`src/rtl/calc_pkg.sv`:
```
// Shared types and widths for the calculator arithmetic datapath.
package calc_pkg;
  localparam int W  = 8;
  localparam int RW = 16;

  typedef enum logic [1:0] {
    OP_ADD = 2'b00,
    OP_SUB = 2'b01,
    OP_MUL = 2'b10,
    OP_DIV = 2'b11
  } op_e;
endpackage

```
`src/rtl/signed_div8.sv`:
```
// Combinational signed 8-bit divider. The quotient truncates toward zero and
// is sign-extended to RW bits. A zero divisor raises div_by_zero.
module signed_div8
  import calc_pkg::*;
(
  input  logic signed [W-1:0]  a,
  input  logic signed [W-1:0]  b,
  output logic signed [RW-1:0] q,
  output logic                 div_by_zero
);

  logic [W-1:0] a_mag;
  logic [W-1:0] b_mag;
  logic [W-1:0] q_mag;
  logic         q_neg;

  // Magnitudes fit in W unsigned bits, including |-128| = 128.
  assign a_mag       = a[W-1] ? W'(-a) : a;
  assign b_mag       = b[W-1] ? W'(-b) : b;
  assign q_neg       = a[W-1] ^ b[W-1];
  assign div_by_zero = (b == '0);

  // Restoring division on the magnitudes, one quotient bit per step, MSB first.
  always_comb begin
    logic [W:0] rem;
    q_mag = '0;
    rem   = '0;
    for (int i = W - 1; i >= 0; i--) begin
      rem = {rem[W-1:0], a_mag[i]};
      if (rem >= {1'b0, b_mag}) begin
        rem      = rem - {1'b0, b_mag};
        q_mag[i] = 1'b1;
      end
    end
  end

  // The magnitude is widened before negation so -128/-1 yields +128.
  assign q = q_neg ? -$signed({{(RW-W){1'b0}}, q_mag})
                   :  $signed({{(RW-W){1'b0}}, q_mag});

endmodule

```
`src/rtl/op_decoder.sv`:
```
// Signed arithmetic unit: add/sub/mul/div of A and B selected by {S_1,S_0}.
// The full-width result is registered once; R is valid every cycle.
module op_decoder
  import calc_pkg::*;
(
  input  logic                 clk,
  input  logic                 reset,
  input  logic                 S_1,
  input  logic                 S_0,
  input  logic signed [W-1:0]  A,
  input  logic signed [W-1:0]  B,
  output logic signed [RW-1:0] R
);

  op_e                op;
  logic signed [RW-1:0] a_ext;
  logic signed [RW-1:0] b_ext;
  logic signed [RW-1:0] prod;
  logic signed [RW-1:0] quot;
  logic                 div_by_zero;
  logic signed [RW-1:0] r_next;

  assign op    = op_e'({S_1, S_0});
  assign a_ext = {{(RW-W){A[W-1]}}, A};
  assign b_ext = {{(RW-W){B[W-1]}}, B};
  assign prod  = a_ext * b_ext;

  signed_div8 u_div (
    .a           (A),
    .b           (B),
    .q           (quot),
    .div_by_zero (div_by_zero)
  );

  // Opcode mux; a zero divisor yields a clean zero rather than a garbage quotient.
  always_comb begin
    r_next = '0;
    unique case (op)
      OP_ADD: r_next = a_ext + b_ext;
      OP_SUB: r_next = a_ext - b_ext;
      OP_MUL: r_next = prod;
      OP_DIV: r_next = div_by_zero ? '0 : quot;
      default: r_next = '0;
    endcase
  end

  // Result register; reset clears it immediately and drops any pending result.
  always_ff @(posedge clk or negedge reset) begin
    if (!reset) R <= '0;
    else        R <= r_next;
  end

endmodule

```
`config.mk`:
```
export PLATFORM = sky130hd
export DESIGN_NAME = op_decoder
export DESIGN_NICKNAME = d
export VERILOG_FILES = /design/src/rtl/calc_pkg.sv /design/src/rtl/signed_div8.sv /design/src/rtl/op_decoder.sv
export SDC_FILE = /design/constraint.sdc
export NUM_CORES = 1
export LEC_CHECK = 0
export ABC_AREA = 1
export CORE_UTILIZATION = 64
export DETAILED_ROUTE_END_ITERATION = 7
export HOLD_SLACK_MARGIN = 0.03
export PLACE_DENSITY = 0.82
export SLEW_MARGIN = 20
export SYNTH_ARGS = -nofsm -noshare
export SYNTH_HDL_FRONTEND = slang
export SYNTH_SLANG_ARGS = --single-unit
```
`constraint.sdc`:
```
create_clock -name clk -period 0.8 [get_ports clk]
set_input_delay 0.2 -clock clk [delete_from_list [all_inputs] [get_ports clk]]
set_output_delay 0.2 -clock clk [all_outputs]
set_load 0.005 [all_outputs]
```
==> out/qor.csv, run 1 <==
stage,metric,value,unit
die,die_h,109,um
cts,cts_sinks,16,
die,rows,38,
outcome,status,did not finish,
synth,syn_inst,1033,
outcome,run.stop_error,"[ERROR DPL-0038] Utilization greater than 100%, impossible to legalize",
synth,yosys_warnings,0,
die,ioPinCount,36,
place,gp_congestion,0.973,
die,fp.dieW,109,um
synth,netlist_area,7310,um^2
cts,cts_resized,184,
cts,ctsLongestPathBuffers,2,
place,dp.cells,1477,
outcome,haltStage,clock tree synthesis (4_1_cts),
synth,async_flop_share,100,%
cts,post-cts-setup-buffer-count,96,
synth,synth_flop_cell,dfrtp_1,
synth,synth_edf_count,0,
synth,synth_seq_area_share,5.47,%
synth,yosysUniqueCellTypes,57,
synth,ys_seq_elements,16,
synth,syn_area_per_cell,7.08,um^2
place,numPortBuffers,35,
synth,synthesis.nets,1223,
cts,cts_buffers,3,
cts,cts_hold_buf,0,
die,start_util,66.6,%
place,dp_hpwl,23.9,mm
cts,h-tree-depth,1,
cts,clockRootBuffer,clkbuf_16,
## synthesized netlist by cell type (3+ instances only)
library cell  count  area share, %
nand3_2           8            1.1
o21ai_0          42            2.9
fa_1             63             17
nor2_1           62            3.2
nand3_1          31            2.1
nor3_1           14           0.96
nor2_4            5           0.77
xor2_1           32            3.8
buf_4             3           0.31
inv_1           216             11
nor4_1            5           0.43
a21oi_1          52            3.6
dfrtp_1          16            5.5
o21ai_2           5           0.60
nand4_1          15            1.3
buf_6             9            1.4
o21ai_1          17            1.2
clkinv_1          3           0.15
inv_4             3           0.26
clkbuf_1         10           0.51
nand2_1         187            9.6
or2_2            11           0.94
nand3_4           4           0.96
o31ai_1           5           0.51
ha_1            107             18
and2_1            4           0.34
o21a_1            6           0.62
nand3b_1          3           0.31
nor2_2           10           0.86
nand2_2          19            1.6
o21bai_1          8           0.82
nand2_4           7            1.1
xnor2_1          13            1.6
inv_2             8           0.41
## metrics by stage
step | hold slack, ns | setup slack, ns | utilization [%] | cell area, um^2
detailed placement | 0.560 | -14.11 | 91.1 | 10000
global placement | 0.547 | -12.71 | 91.1 | 10000
floorplan | -0.0956 | -12.79 | - | 7450
## kinds of logic after synthesis
logic type | after synthesis | share of synthesized area [%]
mux | 1 | 0.137
buf+inv | 255 | 14.4
compound gates | 155 | 12.4
xor+xnor | 45 | 5.39
flops | 16 | 5.47
fa+ha+maj | 170 | 35.6
simple gates | 391 | 26.7
==> run 2: changes to the inputs <==
--- a/config.mk
+++ b/config.mk
@@ -6,10 +6,9 @@
 export NUM_CORES = 1
 export LEC_CHECK = 0
 export ABC_AREA = 1
-export CORE_UTILIZATION = 64
+export CORE_UTILIZATION = 40
 export DETAILED_ROUTE_END_ITERATION = 7
-export HOLD_SLACK_MARGIN = 0.03
-export PLACE_DENSITY = 0.82
+export PLACE_DENSITY_LB_ADDON = 0.15
 export SLEW_MARGIN = 20
 export SYNTH_ARGS = -nofsm -noshare
 export SYNTH_HDL_FRONTEND = slang
==> out/qor.csv, run 2 <==
stage,metric,value,unit
routing,drtIter0Drc,371,
sta,maxSlewViolCount,0,
die,ioPinCount,36,
synth,yosys_warnings,0,
routing,vias_per_cell,4.87,
sta,setup_slack,-12.78,ns
synth,synth_top_area_cell,ha_1,
setup_path,crit_type,input port to register,
synth,async_flop_share,100,%
global_routing,grt_pass1_vias,8208,
synth,synth_common_cells,"inv_1, nand2_1, ha_1",
synth,yosysUniqueCellTypes,57,
sta,hold_slack,0.293,ns
synth,syn_area_per_cell,7.08,um^2
final_layout,largest_reg_flops,16,
die,die_h,137,um
routing,num_vias,8367,
outcome,status,"complete, but fails checks",
min_path,hp-class,input port to async pin,
cts,cts_buffers,3,
cts,cts_hold_buf,0,
die,rows,49,
place,numPortBuffers,35,
sta,fin_crit,13.58,ns
routing,ant_nets,0,
global_routing,grt_max_degree,17,
cts,clk_pin_slew,0.05,ns
synth,ys_seq_elements,16,
cts,h-tree-depth,1,
setup_path,crit_path_start,B[7],
final_layout,syn2layout_area_growth,60.7,%
place,gp_congestion,0.921,
final_layout,diodes,0,
sta,period_share,1700,%
setup_path,crit_required,0.91,ns
setup_path,startpoint_type,input port,
routing,drc,0,
synth,syn_inst,1033,
die,dieArea,18800,um^2
cts,clockRootBuffer,clkbuf_16,
sta,rsz0062_at_grt,true,
final_layout,reg_top3,R (16),
cts,cts_sinks,16,
final_layout,final_common_cell,buf_4,
global_routing,grt_overflow,0,
setup_path,crit_top_cell,buf_4,
die,fp.dieW,137,um
final_layout,regMostFlops,R,
synth,synth_seq_area_share,5.47,%
global_routing,grt_antenna_before_repair,0,
synth,synth_edf_count,0,
synth,yosysMostFrequentCell,inv_1,
sta,fmax,73.6,MHz
synth,synth_top_area_share,18.3,%
synth,yosys-top-cells-area,"ha_1, fa_1, inv_1",
sta,finalSetupViolCount,32,
sta,max_slew_margin,61.7,%
global_routing,track_usage,27.0,%
final_layout,drive_gt1_share,44.4,%
setup_path,slowest_stage,clkdlybuf4s50_1,
routing,dr.pass1.iters,5,
outcome,violations,negative setup slack,
final_layout,final_cell_mix,"buf_4, inv_1, nand2_1",
setup_path,cp_max_fo,6,
routing,drt-wirelength-per-cell,14.8,um
setup_path,endpoint_kind,register,
sta,hold_viol,0,
global_routing,grt_pass1_wl,39.9,mm
die,start_util,40.7,%
place,dp_hpwl,19.0,mm
cts,ctsLongestPathBuffers,2,
synth,synthesis.nets,1223,
synth,netlist_area,7310,um^2
routing,wirelength,25.4,mm
cts,cts_tree,yes,
setup_path,crit_family,buffers and inverters,
setup_path,crit_arrival,13.70,ns
setup_path,path_buf_inv,42,
die,core_area,18000,um^2
synth,synth_flop_cell,dfrtp_1,
setup_path,crit_path_max_incr_delay,0.63,ns
sta,worstMarginPinSlew,0.568,ns
final_layout,nNetsFinal,1681,
run,drv_cap,0,
-- run 2: cell counts after synthesis --
No cell type changed its count.
-- run 2: final timing paths --
check / cells past startpoint / endpoint / slack (ns)
setup / recovery: 111 / R[14] / -12.78
hold / removal: 2 / R[14] / 0.29
max in group asynchronous: 2 / R[3] / 0.38
min in group clk: 7 / R[2] / 0.57
-- run 2: cells by family after synthesis --
| family | count (synthesis) | synth area share, % |
|---|---|---|
| DFF | 16 | 5.47 |
| xor gates and xnor gates | 45 | 5.39 |
| buffers and inverters | 255 | 14.4 |
| adders and majority gates | 170 | 35.6 |
| and+or+nand+nor | 391 | 26.7 |
| AOI/OAI and AO/OA | 155 | 12.4 |
| muxes | 1 | 0.137 |
-- run 2: metrics by stage --
stage               std cells  setup WS (ns)  area, um^2  utilization (%)  TNS (ns)
finish                   1718         -12.78       11800             65.4   -202.29
global route             1718         -13.54       11800             65.4   -214.58
CTS                      1696         -12.40       11300             62.9   -196.65
detailed placement       1579         -13.33       10200             56.9   -211.76
global placement         1579         -12.86       10200             56.9   -204.75
floorplan                1033         -12.79        7450                -   -198.82
-- run 2: what timing repair did --
item,CTS,global route
pin swaps,75,90
buffers inserted,114,22
endpoints found under the hold margin,0,0
gates resized for setup,138,60
setup endpoints to repair,32,32
-- run 2: cell type report --
type,instances,area [um^2]
flip-flops and latches,16,400
inverters,231,910
well taps,229,287
multi-input cells,762,6450
clock buffers,3,75.1
fillers,1526,6210
repair buffers,477,3630
-- run 2: metal layers --
metal  track usage, %  vias up  share of wire (%)
met5                0        -                  0
met4             6.78        0                3.3
met3             2.65       64                4.5
met2             45.6      222                 47
met1             36.8     3903                 45
li1                 -     4178                  -
Power of run 2 is left out: the tool's default activity adds up to more than one toggle a clock period on the data nets, which glitch-free logic cannot reach.
==> run 3: changes to the inputs <==
--- a/config.mk
+++ b/config.mk
@@ -8,6 +8,7 @@
 export ABC_AREA = 1
 export CORE_UTILIZATION = 40
 export DETAILED_ROUTE_END_ITERATION = 7
+export MAX_ROUTING_LAYER = met4
 export PLACE_DENSITY_LB_ADDON = 0.15
 export SLEW_MARGIN = 20
 export SYNTH_ARGS = -nofsm -noshare
==> out/qor.csv, run 3 (synthesis gave the netlist of run 2 again) <==
stage,metric,value,unit
outcome,violations,negative setup slack,
setup_path,crit_arrival,13.72,ns
setup_path,crit_top_cell,buf_4,
cts,cts_buffers,3,
final_layout,nNetsFinal,1682,
sta,fin_crit,13.60,ns
routing,dr.pass1.iters,4,
global_routing,grt_pass1_vias,8200,
cts,cts_sinks,16,
sta,max_slew_margin,63.5,%
sta,setup_slack,-12.80,ns
sta,final.setup.tns,-202.90,ns
final_layout,largest_reg_flops,16,
routing,drtIter0Drc,408,
routing,vias_per_cell,4.89,
place,dp_hpwl,19.0,mm
die,start_util,40.7,%
global_routing,grt_max_degree,17,
final_layout,num-fill-cells,1525,
die,die_h,137,um
setup_path,path_depth,111,
sta,fmax,73.5,MHz
place,numPortBuffers,35,
cts,cts_hold_buf,0,
routing,drt-wirelength-per-cell,14.7,um
routing,ant_nets,0,
sta,hold_slack,0.292,ns
setup_path,slowest_stage,clkdlybuf4s50_1,
global_routing,track_usage,27.8,%
routing,wirelength,25.3,mm
final_layout,regMostFlops,R,
min_path,hp-class,input port to async pin,
final_layout,final_common_cell,buf_4,
place,pre_cts_slack,-13.33,ns
final_layout,final_cell_mix,"buf_4, inv_1, nand2_1",
outcome,status,"complete, but fails checks",
cts,h-tree-depth,1,
cts,cts_tree,yes,
die,ioPinCount,36,
cts,ctsLongestPathBuffers,2,
final_layout,utilization,65.5,%
setup_path,crit_required,0.92,ns
die,rows,49,
setup_path,crit_path_max_incr_delay,0.63,ns
global_routing,grt_antenna_before_repair,0,
die,core_area,18000,um^2
global_routing,grt_overflow,0,
sta,rsz0062_at_grt,true,
sta,maxSlewViolCount,0,
routing,drc,0,
final_layout,syn2layout_area_growth,60.8,%
sta,hold_viol,0,
die,fp.dieW,137,um
final_layout,reg_top3,R (16),
place,gp_congestion,0.941,
run,drv_cap,0,
cts,clockRootBuffer,clkbuf_16,
setup_path,path_buf_inv,42,
setup_path,cp_max_fo,6,
die,dieArea,18800,um^2
setup_path,startpoint_type,input port,
global_routing,grt_pass1_wl,39.9,mm
final_layout,diodes,0,
sta,worstMarginPinSlew,0.542,ns
setup_path,crit_family,buffers and inverters,
routing,num_vias,8400,
cts,clk_pin_slew,0.05,ns
final_layout,drive_gt1_share,44.4,%
sta,period_share,1700,%
setup_path,endpoint_kind,register,
setup_path,crit_type,input port to register,
sta,finalSetupViolCount,32,
## run 3: changes by cell type in the layout (fill, tap and decap cells not counted), sizes merged
cell,previous run,this run
buf,461,462
## run 3: worst paths after layout
path                       slack [ns]     to  startpoint
worst max-delay path           -12.80  R[14]        B[7]
worst min-delay path             0.29  R[14]       reset
max in group asynchronous        0.38   R[0]       reset
min in group clk                 0.57   R[2]        A[0]
## run 3: timing repair
item                       in CTS  in global routing
setup buffers                 114                 23
hold endpoints to repair        0                  0
pin swaps                      75                 90
setup endpoints to repair      32                 32
gates resized for setup       138                 60
## run 3: layout make-up
type                    count  area (um^2)  share of cell area [%]
multi-input cells         762         6450                    54.9
repair buffers            478         3640                    30.9
inverters                 231          910                    7.73
flip-flops and latches     16          400                    3.40
well taps                 229          287                    2.44
clock buffers               3         75.1                   0.638
## run 3: per-stage QoR
stage                     cell area (um^2)  std cells
after floorplan                       7450       1033
after global placement               10200       1579
after detailed placement             10200       1579
after CTS                            11300       1696
after global routing                 11800       1719
final                                11800       1719
## run 3: layer usage
layer | up-vias | part of all wire [%] | track usage (%)
met5 | - | 0 | -
met4 | 0 | 2.7 | 6.17
met3 | 56 | 4.2 | 2.43
met2 | 203 | 48 | 45.9
met1 | 3959 | 45 | 36.9
li1 | 4182 | - | -
Power of run 3 is left out for the same reason.
